<file path="config.mk">
export PLATFORM = sky130hd
export DESIGN_NAME = mdv_multi
export DESIGN_NICKNAME = d
export VERILOG_FILES = /design/src/rtl/mdv_multi.sv
export SDC_FILE = /design/constraint.sdc
export NUM_CORES = 1
export LEC_CHECK = 0
export BUFFER_PORTS_ARGS = -buffer_cell sky130_fd_sc_hd__buf_4
export CORE_ASPECT_RATIO = 1.5
export CORE_UTILIZATION = 51
export DETAILED_ROUTE_END_ITERATION = 6
export GPL_TIMING_DRIVEN = 0
export PLACE_DENSITY = 0.79
export SLEW_MARGIN = 20
export SYNTH_ARGS = -nofsm -noshare
export SYNTH_HDL_FRONTEND = slang
export SYNTH_SLANG_ARGS = --single-unit
</file>
<file path="constraint.sdc">
create_clock -name clk -period 3.25 [get_ports clk]
set_input_delay 0.65 -clock clk [delete_from_list [all_inputs] [get_ports clk]]
set_output_delay 0.65 -clock clk [all_outputs]
set_load 0.005 [all_outputs]
</file>
<file path="src/rtl/mdv_multi.sv">
// Multi-drive microdrive replay engine: streams the selected drive's image from shared RAM
// with header/sector gap framing. Define MDV_REVERSE_EN to add descending-sector replay.
module mdv_multi #(
    parameter int DRIVES    = 2,
    parameter int AW        = 17,
    parameter int CLK_DIV   = 13,
    parameter int GAP_WORDS = 35,
    parameter int HDR_WORDS = 14,
    parameter int SEC_WORDS = 329,
    parameter int PRE_WORDS = 6
) (
    input  logic              clk,
    input  logic              reset,
    input  logic              ce,
    input  logic [DRIVES-1:0] sel,
    output logic              gap,
    output logic              tx_empty,
    output logic              rx_ready,
    output logic [7:0]        dout,
    input  logic              download,
    input  logic [2:0]        dl_drive,
    input  logic [AW-1:0]     dl_addr,
    input  logic              dl_wr,
    output logic [AW+2:0]     mem_addr,
`ifdef MDV_REVERSE_EN
    input  logic              reverse,
`endif
    input  logic [15:0]       mem_q
);

    localparam int DVW    = (CLK_DIV > 1) ? $clog2(CLK_DIV) : 1;
    localparam int MAXC_A = (GAP_WORDS > HDR_WORDS) ? GAP_WORDS : HDR_WORDS;
    localparam int MAXC   = (MAXC_A > SEC_WORDS) ? MAXC_A : SEC_WORDS;
    localparam int CW_RAW = $clog2(MAXC + 1);
    localparam int CW     = (CW_RAW > 4) ? CW_RAW : 4;

    localparam logic [DVW-1:0] DIV_LAST = DVW'(CLK_DIV - 1);
    localparam logic [CW-1:0]  GAP_LAST = CW'(GAP_WORDS - 1);
    localparam logic [CW-1:0]  HDR_LAST = CW'(HDR_WORDS - 1);
    localparam logic [CW-1:0]  SEC_LAST = CW'(SEC_WORDS - 1);
    localparam logic [CW-1:0]  PRE_CNT  = CW'(PRE_WORDS);
    localparam logic [AW-1:0]  SPAN_M1  = AW'(HDR_WORDS + SEC_WORDS - 1);
    localparam logic [AW-1:0]  BACK_STEP = AW'(2 * (HDR_WORDS + SEC_WORDS) - 1);
    localparam logic [3:0]     DRIVES_L = 4'(DRIVES);

    typedef enum logic [1:0] {
        ST_GAP_HDR = 2'd0,
        ST_HDR     = 2'd1,
        ST_GAP_SEC = 2'd2,
        ST_SEC     = 2'd3
    } state_t;

    // End-address table is sized to the full 3-bit drive space; unused entries stay zero.
    logic [AW-1:0]  end_addr_r [8];
    logic [DVW-1:0] div_r, div_nxt_s;
    logic [3:0]     bit_cnt_r, bit_cnt_nxt_s;
    logic [15:0]    data_r, data_nxt_s;
    logic           data_valid_r, data_valid_nxt_s;
    logic [CW-1:0]  cnt_r, cnt_nxt_s;
    logic [AW-1:0]  addr_r, addr_nxt_s;
    state_t         state_r, state_nxt_s;
    logic [2:0]     prev_active_r;
    logic           prev_sel_nz_r;
    logic           gap_r;
    logic           rx_ready_r;
    logic [7:0]     dout_r;
    logic [AW+2:0]  mem_addr_r;

    logic [2:0]     active_s;
    logic           sel_nz_s;
    logic [AW-1:0]  end_cur_s;
    logic           present_s;
    logic           tick_s;
    logic           word_tick_s;
    logic           restart_s;
    logic           wrap_s;
    logic           in_data_s;
    logic           sec_mask_s;
    logic           reverse_s;

`ifdef MDV_REVERSE_EN
    assign reverse_s = reverse;
`else
    assign reverse_s = 1'b0;
`endif

    assign sel_nz_s    = (sel != '0);
    assign end_cur_s   = end_addr_r[active_s];
    assign present_s   = sel_nz_s && (end_cur_s != '0);
    assign tick_s      = ce && (div_r == '0);
    assign word_tick_s = tick_s && (bit_cnt_r == 4'd15);
    assign restart_s   = (download && (dl_drive == active_s))
                       || (active_s != prev_active_r)
                       || (sel_nz_s && !prev_sel_nz_r);
    assign wrap_s      = word_tick_s && (addr_r > end_cur_s);
    assign in_data_s   = (state_r == ST_HDR) || (state_r == ST_SEC);
    assign sec_mask_s  = (state_r == ST_SEC) && (cnt_r >= CW'(8)) && (cnt_r <= CW'(11));

    assign gap      = gap_r;
    assign tx_empty = 1'b0;
    assign rx_ready = rx_ready_r;
    assign dout     = dout_r;
    assign mem_addr = mem_addr_r;

    // Priority select: lowest set bit of sel wins (scan downward so low bits overwrite).
    always_comb begin
        active_s = 3'd0;
        for (int i = DRIVES - 1; i >= 0; i--) begin
            active_s = sel[i] ? 3'(i) : active_s;
        end
    end

    // Upload captures the last written word address as the image end for that drive.
    always_ff @(posedge clk) begin
        if (reset) begin
            for (int i = 0; i < 8; i++) begin
                end_addr_r[i] <= '0;
            end
        end else if (dl_wr && ({1'b0, dl_drive} < DRIVES_L)) begin
            end_addr_r[dl_drive] <= dl_addr;
        end
    end

    // Bit/word timing, data capture and framing FSM next-state.
    always_comb begin
        div_nxt_s        = div_r;
        bit_cnt_nxt_s    = bit_cnt_r;
        data_nxt_s       = data_r;
        data_valid_nxt_s = data_valid_r;
        cnt_nxt_s        = cnt_r;
        addr_nxt_s       = addr_r;
        state_nxt_s      = state_r;

        if (ce) begin
            div_nxt_s = (div_r == DIV_LAST) ? '0 : div_r + DVW'(1);
        end else begin
            div_nxt_s = div_r;
        end

        if (tick_s) begin
            bit_cnt_nxt_s = bit_cnt_r + 4'd1;
        end else begin
            bit_cnt_nxt_s = bit_cnt_r;
        end

        if (word_tick_s) begin
            data_nxt_s       = mem_q;
            data_valid_nxt_s = in_data_s && (cnt_r >= PRE_CNT) && !sec_mask_s;
            cnt_nxt_s        = cnt_r + CW'(1);
        end else begin
            data_nxt_s = data_r;
        end

        // Restart (select change, upload hold) outranks wrap, which outranks the FSM.
        if (restart_s || wrap_s) begin
            addr_nxt_s       = '0;
            state_nxt_s      = ST_GAP_HDR;
            cnt_nxt_s        = '0;
            data_valid_nxt_s = 1'b0;
        end else if (word_tick_s) begin
            case (state_r)
                ST_GAP_HDR: begin
                    if (cnt_r == GAP_LAST) begin
                        state_nxt_s = ST_HDR;
                        cnt_nxt_s   = '0;
                    end else begin
                        state_nxt_s = ST_GAP_HDR;
                    end
                end
                ST_HDR: begin
                    addr_nxt_s = addr_r + AW'(1);
                    if (cnt_r == HDR_LAST) begin
                        state_nxt_s = ST_GAP_SEC;
                        cnt_nxt_s   = '0;
                    end else begin
                        state_nxt_s = ST_HDR;
                    end
                end
                ST_GAP_SEC: begin
                    if (cnt_r == GAP_LAST) begin
                        state_nxt_s = ST_SEC;
                        cnt_nxt_s   = '0;
                    end else begin
                        state_nxt_s = ST_GAP_SEC;
                    end
                end
                ST_SEC: begin
                    if (cnt_r == SEC_LAST) begin
                        state_nxt_s = ST_GAP_HDR;
                        cnt_nxt_s   = '0;
                        if (!reverse_s) begin
                            addr_nxt_s = addr_r + AW'(1);
                        end else if (addr_r == SPAN_M1) begin
                            addr_nxt_s = end_cur_s - SPAN_M1;
                        end else begin
                            addr_nxt_s = addr_r - BACK_STEP;
                        end
                    end else begin
                        state_nxt_s = ST_SEC;
                        addr_nxt_s  = addr_r + AW'(1);
                    end
                end
                default: begin
                    state_nxt_s = ST_GAP_HDR;
                    cnt_nxt_s   = '0;
                    addr_nxt_s  = '0;
                end
            endcase
        end else begin
            state_nxt_s = state_r;
        end
    end

    // State register; outputs are registered from the next-state values.
    always_ff @(posedge clk) begin
        if (reset) begin
            div_r         <= '0;
            bit_cnt_r     <= 4'd0;
            data_r        <= 16'd0;
            data_valid_r  <= 1'b0;
            cnt_r         <= '0;
            addr_r        <= '0;
            state_r       <= ST_GAP_HDR;
            prev_active_r <= 3'd0;
            prev_sel_nz_r <= 1'b0;
            gap_r         <= 1'b1;
            rx_ready_r    <= 1'b0;
            dout_r        <= 8'd0;
            mem_addr_r    <= '0;
        end else begin
            div_r         <= div_nxt_s;
            bit_cnt_r     <= bit_cnt_nxt_s;
            data_r        <= data_nxt_s;
            data_valid_r  <= data_valid_nxt_s;
            cnt_r         <= cnt_nxt_s;
            addr_r        <= addr_nxt_s;
            state_r       <= state_nxt_s;
            prev_active_r <= active_s;
            prev_sel_nz_r <= sel_nz_s;
            gap_r         <= !present_s || (state_nxt_s == ST_GAP_HDR) || (state_nxt_s == ST_GAP_SEC);
            rx_ready_r    <= present_s && data_valid_nxt_s && (bit_cnt_nxt_s[2:0] == 3'd2);
            dout_r        <= bit_cnt_nxt_s[3] ? data_nxt_s[7:0] : data_nxt_s[15:8];
            mem_addr_r    <= {active_s, addr_nxt_s};
        end
    end

endmodule

</file>
==> results.sh, run 1 <==
export IMPL_setup_viol=0
export IMPL_drtPass1Iterations=6
export IMPL_dp_hpwl_um=7640
export IMPL_wl_um=10100
export IMPL_min_period_ns=3.10
export IMPL_cp_slowest_stage_delay_ns=0.34
export IMPL_num_nets_final=633
export IMPL_root_buffer="clkbuf_16"
export IMPL_hold_violations=0
export IMPL_drtIter0Drc=249
export IMPL_ys_seq_area_share_pct=48.3
export IMPL_crit_fanout=10
export IMPL_grt_usage_pct=21.7
export IMPL_start_util_pct=52.3
export IMPL_overflow=0
export IMPL_timing_final_crit_share_pct=95.4
export IMPL_crit_path_frequent_cell="buf_4"
export IMPL_drv_cap=0
export IMPL_grt_pass1_vias=3715
export IMPL_synth_edf_count=34
export IMPL_vias=3718
export IMPL_cts_path_max_buffers=2
export IMPL_globalplace_congestion=0.851
export IMPL_clock_fmax_mhz=323
export IMPL_worst_setup_path_type="in2reg"
export IMPL_coreArea_um2=9200
export IMPL_synth_top_family_by_area="simple AND/OR/NAND/NOR gates"
export IMPL_synth_xor_area_share_pct=4.53
export IMPL_ys_top_cells_by_area="dfxtp_1, edfxtp_1, ha_1"
export IMPL_synth_adder_area_share_pct=6.50
export IMPL_fillerInstances=733
export IMPL_worst_clock_skew_ns=0.00632
export IMPL_die_x_um=81.3
export IMPL_cts_sinks=99
export IMPL_syn2layout_area_growth_pct=20.9
export IMPL_viasPerCell=5.45
export IMPL_multi_input_area_um2=2330
export IMPL_rows=43
export IMPL_drive_above_1_share_pct=21.2
export IMPL_ys_ff_latch=99
export IMPL_startpoint_type="input pin"
export IMPL_async_flop_share_pct=0
export IMPL_synth_top_area_share_pct=27.1
export IMPL_seqCellArea_um2=2320
export IMPL_hold_buffers=0
export IMPL_cp_data_arrival_time_ns=3.37
export IMPL_stdcell_count=682
export IMPL_synthCells=482
export IMPL_antenna_cells=0
export IMPL_vdd_drop_max_v=0.000306
export IMPL_min_delay_start="data_r[5]"
export IMPL_power_leakage_uw=0.00233
export IMPL_critPathCaptureType="flop"
export IMPL_synthMuxAreaShare_pct=6.06
export IMPL_synth_top_area_cell="dfxtp_1"
export IMPL_wl_per_cell_um=14.8
export IMPL_grt_max_degree=18
export IMPL_synth_compound_area_share_pct=7.65
export IMPL_synth_simple_area_share_pct=23.4
export IMPL_crit_path_top_delay_cell="a221oi_1"
export IMPL_dieHeight_um=121
export IMPL_status="finished, final reports clean"
export IMPL_cts_setup_buffers=0
export IMPL_rsz0062_at_grt="no"
export IMPL_antenna_found_initial=0
export IMPL_syn_area_um2=4810
export IMPL_timing_max_transition_violations_final=0
export IMPL_max_slew_margin_pct=48.2
export IMPL_cts_tree="built"
export IMPL_hold_path_class="reg2reg"
export IMPL_clock_latency_ns=0.34
export IMPL_die_area_um2=9830
export IMPL_place_port_buffers=70
export IMPL_num_io_pins=74
export IMPL_antenna_left=0
export IMPL_cts_buffers=9
export IMPL_synth_cell_types=60
export IMPL_avgSynthCellArea_um2=9.98
export IMPL_htree_levels=3
export IMPL_synth_warnings=0
export IMPL_placed_cells=666
export IMPL_final_setup_tns_ns=0
export IMPL_cp_required_ns=3.52
export IMPL_clk_pin_slew_worst_paths_ns=0.07
export IMPL_path_cells="buf_4, nand2b_1, clkbuf_4, buf_4, mux2i_1, ha_1, a21oi_1, o21ai_0, a221oi_1, o31ai_1, a21bo_1, buf_6, buf_2, nor2_1"
export IMPL_critical_path_startpoint="sel[0]"
export IMPL_drc=0
export IMPL_tightest_slew_ns=0.766
export IMPL_r2r_start="end_addr_r[0][6]"
export IMPL_grt_pass1_wl_um=16400
export IMPL_powerDensity_nw_per_um2=452
export IMPL_ys_flop_type="dfxtp_1"
[repair_timing]
item,in CTS,in global routing
setup endpoints to repair,29,11
hold endpoints to repair,0,0
resized for setup,2,2
[layout make-up]
| type | instances | share of cell area (%) |
|---|---|---|
| Multi-Input combinational cell | 351 | 40.1 |
| Sequential cell | 99 | 39.9 |
| Timing Repair Buffer | 70 | 9.04 |
| Clock buffer | 10 | 3.94 |
| Tap cell | 112 | 2.41 |
| Buffer | 24 | 2.37 |
| Clock inverter | 6 | 1.53 |
| Inverter | 10 | 0.646 |
[kinds of logic after synthesis]
| group | count (synthesis) |
|---|---|
| flip-flops | 99 |
| XOR/XNOR | 24 |
| adder cells (fa/ha/maj) | 25 |
| buffers and inverters | 34 |
| AND/OR/NAND/NOR | 212 |
| AO/OA/AOI/OAI | 59 |
| multiplexers | 28 |
| other | 1 |
[layout by cell type (no fill, tap or decap), types with 2 or more instances in the layout]
master       n
bufinv_16    2
or2_2        2
nand4_1     15
nor2_1      42
o22ai_1      2
nor4_1       8
inv_1       10
mux2_2       7
a31oi_1      3
nor2b_1      2
edfxtp_1    34
buf_2        5
mux2i_1     19
clkbuf_1    10
and2_1      36
dfxtp_1     65
nor3_1       5
a21oi_1     32
xnor2_1     10
buf_6        2
conb_1       3
o21ai_0      9
nand3_1     18
xor2_1      13
and3_1       6
nand2_1     56
nor4bb_1     2
buf_4       76
and4_1       3
mux2_1       2
clkbuf_16    9
ha_1        25
clkinvlp_4   2
a21oi_4      2
[per-stage QoR]
step	area (um^2)	total power (uW)	hold slack, ns	util [%]	setup slack (ns)
after global routing	5810	2720	0.486	63.2	0.0138
after CTS	5810	2640	0.460	63.2	0.0637
after floorplan	4820	1450	0.434	-	0.0327
final	5810	2630	0.461	63.2	0.151
after global placement	5480	1520	0.444	59.6	-0.593
after detailed placement	5490	1530	0.450	59.7	-0.594
[flip-flops by register name (all words and copies together) (netlist names), 2 cells and up, named ones only]
name        flops
end_addr_r     34
addr_r         16
data_r         16
cnt_r           8
dout            8
bit_cnt_r       4
div_r           4
mem_addr        2
state_r         2
[worst paths after layout]
| path | cells after the start | slack, ns | to |
|---|---|---|---|
| setup / recovery | 14 | 0.15 | addr_r[9] |
| hold / removal | 2 | 0.46 | data_r[5] |
| setup reg to reg | 10 | 0.83 | addr_r[9] |
| hold reg to reg | 2 | 0.46 | data_r[5] |
[worst max-delay path: cells and delay by family]
family          cells  cell delay [ns]
compound gates      5             1.00
buf+inv             5             0.93
fa+ha+maj           1             0.28
simple gates        2             0.27
mux                 1             0.23
[per-layer routing]
metal	global-route usage, %	vias up	wire length (um)	share of wire [%]
met5	0	-	0	0
met1	24.4	1750	4100	41
met3	3.31	27	285	2.8
met4	12.2	0	296	2.9
met2	38.0	89	5380	53
li1	-	1852	-	-
[cells in the mapped netlist (9+ instances only)]
master / number
dfxtp_1: 65
nand2_1: 56
nor2_1: 42
and2_1: 36
edfxtp_1: 34
a21oi_1: 32
ha_1: 25
mux2i_1: 19
nand3_1: 18
nand4_1: 15
xor2_1: 13
clkbuf_1: 10
inv_1: 10
xnor2_1: 10
o21ai_0: 9
[power breakdown]
group	switching [uW]	internal, uW
sequential	22.3	1310
clock	448	676
combinational	85.4	85.6
Note: power is estimated with default switching activity, not from simulation.
==> run 2, diff against run 1 <==
--- a/config.mk
+++ b/config.mk
@@ -5,10 +5,11 @@
 export SDC_FILE = /design/constraint.sdc
 export NUM_CORES = 1
 export LEC_CHECK = 0
-export BUFFER_PORTS_ARGS = -buffer_cell sky130_fd_sc_hd__buf_4
 export CORE_ASPECT_RATIO = 1.5
-export CORE_UTILIZATION = 51
+export CORE_UTILIZATION = 58
+export CTS_BUF_LIST = sky130_fd_sc_hd__clkbuf_4
 export DETAILED_ROUTE_END_ITERATION = 6
+export DONT_BUFFER_PORTS = 1
 export GPL_TIMING_DRIVEN = 0
 export PLACE_DENSITY = 0.79
 export SLEW_MARGIN = 20
==> run 2 against run 1 <==
First-iteration DRC count decreased by 12%. Register-to-register slack worse by 0.02 ns. Cell count is 11% lower. Largest cell class unchanged. Setup slack gained 0.12 ns.
==> results.sh, run 2 (synthesized netlist as in run 1, its figures left out) <==
export IMPL_critPathCaptureType="flop"
export IMPL_hold_violations=0
export IMPL_fillerInstances=657
export IMPL_overflow=0
export IMPL_cts_setup_buffers=0
export IMPL_antenna_cells=0
export IMPL_cts_tree="built"
export IMPL_tightest_slew_ns=0.741
export IMPL_grt_pass1_wl_um=15800
export IMPL_stdcell_count=605
export IMPL_cp_required_ns=3.64
export IMPL_crit_path_top_delay_cell="a221oi_1"
export IMPL_grt_max_degree=18
export IMPL_final_setup_tns_ns=0
export IMPL_timing_final_crit_share_pct=91.6
export IMPL_start_util_pct=60.1
export IMPL_coreArea_um2=8010
export IMPL_syn2layout_area_growth_pct=6.50
export IMPL_drv_cap=0
export IMPL_hold_path_class="in2reg"
export IMPL_wl_per_cell_um=15.7
export IMPL_min_period_ns=2.98
export IMPL_num_nets_final=563
export IMPL_viasPerCell=5.70
export IMPL_dieHeight_um=114
export IMPL_largest_reg_flops=34
export IMPL_vdd_drop_max_v=0.000304
export IMPL_cp_slowest_stage_delay_ns=0.39
export IMPL_setup_viol=0
export IMPL_drive_above_1_share_pct=10.2
export IMPL_cts_sinks=99
export IMPL_grt_usage_pct=23.3
export IMPL_status="finished, final reports clean"
export IMPL_drtPass1Iterations=4
export IMPL_powerDensity_nw_per_um2=426
export IMPL_hold_buffers=0
export IMPL_timing_max_transition_violations_final=0
export IMPL_die_area_um2=8670
export IMPL_power_leakage_uw=0.00191
export IMPL_clk_pin_slew_worst_paths_ns=0.14
export IMPL_die_x_um=76.4
export IMPL_final_common_cell="dfxtp_1"
export IMPL_clock_fmax_mhz=336
export IMPL_fin_util_pct=64.0
export IMPL_globalplace_congestion=0.822
export IMPL_clock_latency_ns=0.46
export IMPL_vias=3450
export IMPL_cts_buffers=9
export IMPL_grt_pass1_vias=3427
export IMPL_antenna_found_initial=0
export IMPL_reg2regPathDepth=10
export IMPL_antenna_left=0
export IMPL_cts_path_max_buffers=2
export IMPL_largest_register="end_addr_r"
export IMPL_worst_setup_path_type="in2reg"
export IMPL_crit_fanout=10
export IMPL_root_buffer="clkbuf_4"
export IMPL_rsz0062_at_grt="no"
export IMPL_dp_hpwl_um=7310
export IMPL_htree_levels=3
export IMPL_max_slew_margin_pct=49.9
export IMPL_final_cell_mix="dfxtp_1, nand2_1, nor2_1"
export IMPL_startpoint_type="input pin"
export IMPL_rows=40
export IMPL_drtIter0Drc=218
export IMPL_min_path_cells=2
export IMPL_num_io_pins=74
export IMPL_wl_um=9510
export IMPL_top_regs="end_addr_r: 34 flops, addr_r: 16 flops, data_r: 16 flops"
export IMPL_path_cells="nand2b_1, clkbuf_2, clkbuf_4, mux2i_1, ha_1, a21oi_1, o21ai_0, a221oi_1, o31ai_1, a21bo_1, buf_6, buf_2, nor2_1"
export IMPL_placed_cells=589
export IMPL_cp_data_arrival_time_ns=3.37
export IMPL_worst_clock_skew_ns=0.0185
export IMPL_drc=0
export IMPL_place_port_buffers=0
-- run 2: what timing repair did --
| action | CTS | global route |
|---|---|---|
| endpoints found under the hold margin | 0 | 0 |
| gates resized for setup | 0 | 3 |
| setup endpoints to repair | 0 | 29 |
-- run 2: metal layers --
layer,GRT usage [%],part of all wire (%)
met1,25.3,39
met2,41.8,53
met3,5.76,5.0
met4,12.2,3.1
met5,0,0
-- run 2: layout make-up --
type | count | area, um^2 | share of cell area [%]
Buffer | 24 | 135 | 2.64
Tap cell | 105 | 131 | 2.56
Clock inverter | 6 | 88.8 | 1.73
Sequential cell | 99 | 2320 | 45.3
Multi-Input combinational cell | 351 | 2330 | 45.5
Inverter | 10 | 37.5 | 0.733
Clock buffer | 10 | 75.1 | 1.47
-- run 2: critical path: cells and delay by family --
kind	cells	cell delay, ns
compound gates	5	1.06
buf+inv	4	0.92
fa+ha+maj	1	0.28
simple gates	2	0.24
mux	1	0.23
-- run 2: power breakdown --
group / internal, uW / leakage (uW) / total [uW] / switching (uW)
registers: 1310 / 0.000850 / 1340 / 22.7
clock network: 322 / 0.0000846 / 720 / 397
logic: 53.3 / 0.000973 / 125 / 71.9
-- run 2: through the flow --
stage               total power, uW  hold slack (ns)  setup WS (ns)  instance area, um^2
global placement               1480            0.444         -0.428                 4950
detailed placement             1490            0.453         -0.475                 4950
floorplan                      1450            0.434         0.0327                 4820
CTS                            2190            0.298         0.0111                 5110
global route                   2260            0.292         0.0114                 5120
finish                         2180            0.313          0.274                 5120
-- run 2: path summary, 6_finish.rpt --
| kind | slack (ns) | from | to |
|---|---|---|---|
| max reg2reg | 0.81 | end_addr_r[0][6] | addr_r[12] |
| min | 0.31 | sel[1] | prev_sel_nz_r |
| max | 0.27 | sel[0] | addr_r[12] |
| min reg2reg | 0.47 | data_r[14] | data_r[14] |
==> run 3, diff against run 2 <==
--- a/config.mk
+++ b/config.mk
@@ -6,12 +6,14 @@
 export NUM_CORES = 1
 export LEC_CHECK = 0
 export CORE_ASPECT_RATIO = 1.5
+export CORE_MARGIN = 10
 export CORE_UTILIZATION = 58
 export CTS_BUF_LIST = sky130_fd_sc_hd__clkbuf_4
 export DETAILED_ROUTE_END_ITERATION = 6
 export DONT_BUFFER_PORTS = 1
 export GPL_TIMING_DRIVEN = 0
 export PLACE_DENSITY = 0.79
+export REMOVE_ABC_BUFFERS = 1
 export SLEW_MARGIN = 20
 export SYNTH_ARGS = -nofsm -noshare
 export SYNTH_HDL_FRONTEND = slang
==> run 3 against run 2 <==
First-iteration DRC count down 37%. Flip-flop and latch count unchanged. Sequential share of layout area up 1.3 points. Utilization down 2.1 points. Critical endpoint is now rx_ready. Setup slack better by 0.030 ns. Clock skew down 0.0044 ns. Total power down 4.1%. Largest cell class unchanged.
==> results.sh, run 3 (synthesized netlist as in run 1, its figures left out) <==
export IMPL_use_met2_pct=26.9
export IMPL_reg2regPathDepth=7
export IMPL_drtIter0Drc=138
export IMPL_grt_max_degree=32
export IMPL_cts_sinks=99
export IMPL_powerDensity_nw_per_um2=420
export IMPL_reg2reg_slack_ns=0.44
export IMPL_antenna_left=0
export IMPL_num_nets_final=539
export IMPL_final_cell_mix="dfxtp_1, nand2_1, nor2_1"
export IMPL_top_regs="end_addr_r: 34 flops, addr_r: 16 flops, data_r: 16 flops"
export IMPL_crit_fanout=29
export IMPL_stdcell_count=582
export IMPL_clock_fmax_mhz=339
export IMPL_die_x_um=94.4
export IMPL_post_place_ws_ns=-0.976
export IMPL_r2r_end="rx_ready"
export IMPL_overflow=0
export IMPL_antenna_found_initial=1
export IMPL_hold_buffers=0
export IMPL_power_leakage_uw=0.00184
export IMPL_clock_latency_ns=0.44
export IMPL_worst_slack_ns=0.303
export IMPL_fin_util_pct=61.9
export IMPL_coreArea_um2=8060
export IMPL_critical_path_startpoint="sel[0]"
export IMPL_cts_buffers=9
export IMPL_dp_hpwl_um=7330
export IMPL_die_area_um2=12400
export IMPL_crit_end="rx_ready"
export IMPL_hold_path_class="in2reg"
export IMPL_largest_reg_flops=34
export IMPL_grt_usage_pct=15.9
export IMPL_rows=40
export IMPL_root_buffer="clkbuf_4"
export IMPL_min_period_ns=2.95
export IMPL_largest_register="end_addr_r"
export IMPL_syn2layout_area_growth_pct=3.64
export IMPL_drv_cap=0
export IMPL_final_common_cell="dfxtp_1"
export IMPL_drc=0
export IMPL_viasPerCell=5.64
export IMPL_r2r_start="div_r[0]"
export IMPL_fin_total_pwr_uw=2090
export IMPL_grt_util_met1_pct=17.1
export IMPL_rsz0062_at_grt="no"
export IMPL_busiest_layer="met2"
export IMPL_wl_um=9620
export IMPL_max_slew_margin_pct=48.9
export IMPL_cts_path_max_buffers=2
export IMPL_min_delay_start="reset"
export IMPL_globalplace_congestion=0.799
export IMPL_worst_clock_skew_ns=0.0141
export IMPL_status="finished, final reports clean"
export IMPL_drtPass1Iterations=4
export IMPL_num_io_pins=74
export IMPL_timing_max_transition_violations_final=0
export IMPL_placed_cells=565
export IMPL_grt_pass1_vias=3311
export IMPL_wl_per_cell_um=16.5
export IMPL_htree_levels=3
export IMPL_worst_setup_path_type="in2reg"
export IMPL_hold_violations=0
export IMPL_fin_hold_ws_ns=0.263
export IMPL_timing_final_crit_share_pct=90.7
export IMPL_grt_use_met3_pct=5.93
export IMPL_clk_pin_slew_worst_paths_ns=0.14
export IMPL_drive_above_1_share_pct=8.61
export IMPL_grt_pass1_wl_um=16000
export IMPL_startpoint_type="input pin"
export IMPL_dieHeight_um=132
export IMPL_cp_data_arrival_time_ns=3.26
export IMPL_cts_tree="built"
export IMPL_critPathCaptureType="flop"
export IMPL_cts_setup_buffers=0
export IMPL_tightest_slew_ns=0.765
export IMPL_cp_required_ns=3.57
export IMPL_start_util_pct=59.7
export IMPL_place_port_buffers=0
export IMPL_vias=3285
export IMPL_setup_viol=0
export IMPL_vdd_drop_max_v=0.000362
[run 3: worst min-delay path by stage]
stage                         to  slack [ns]  cells after the start
global route            div_r[2]        0.23                      1
global placement      data_r[11]        0.43                      2
detailed placement    data_r[13]        0.44                      2
floorplan              data_r[0]        0.43                      2
finish                  div_r[2]        0.26                      1
CTS                 bit_cnt_r[2]        0.22                      1
[run 3: worst max-delay path, stage by stage]
cell      delay, ns
nand2b_4       0.30
mux2i_1        0.30
ha_1           0.28
a21oi_1        0.13
o21ai_0        0.10
a221oi_1       0.39
o31ai_1        0.18
a21bo_2        0.44
nor4bb_1       0.47
[run 3: power by group]
part	switching (uW)	internal, uW	leakage [uW]	total (uW)
sequential	20.5	1310	0.000850	1330
combinational	64.2	45.2	0.000910	109
clock	386	263	0.0000783	649
[run 3: routing by layer]
layer	share of wire, %	vias up
met5	0	-
met4	2.5	0
met3	7.2	16
met2	51	73
met1	39	1527
li1	-	1669
[run 3: area by class of cell]
| cell class | count | area (um^2) |
|---|---|---|
| diodes | 1 | 2.50 |
| clock buffers | 12 | 90.1 |
| clock inverters | 4 | 50.0 |
| fillers | 647 | 3070 |
| inverters | 10 | 37.5 |
| multi-input cells | 351 | 2350 |
| flip-flops and latches | 99 | 2320 |
| well taps | 105 | 131 |
[run 3: what timing repair did]
item,4_1_cts,5_1_grt
setup endpoints to repair,29,1
gates resized for setup,2,1
gates cloned,0,0
[run 3: stage by stage]
step	area [um^2]	TNS, ns
finish	4980	0
global route	4980	0
CTS	4970	0
detailed placement	4830	-21.11
global placement	4820	-20.32
floorplan	4690	-0.486
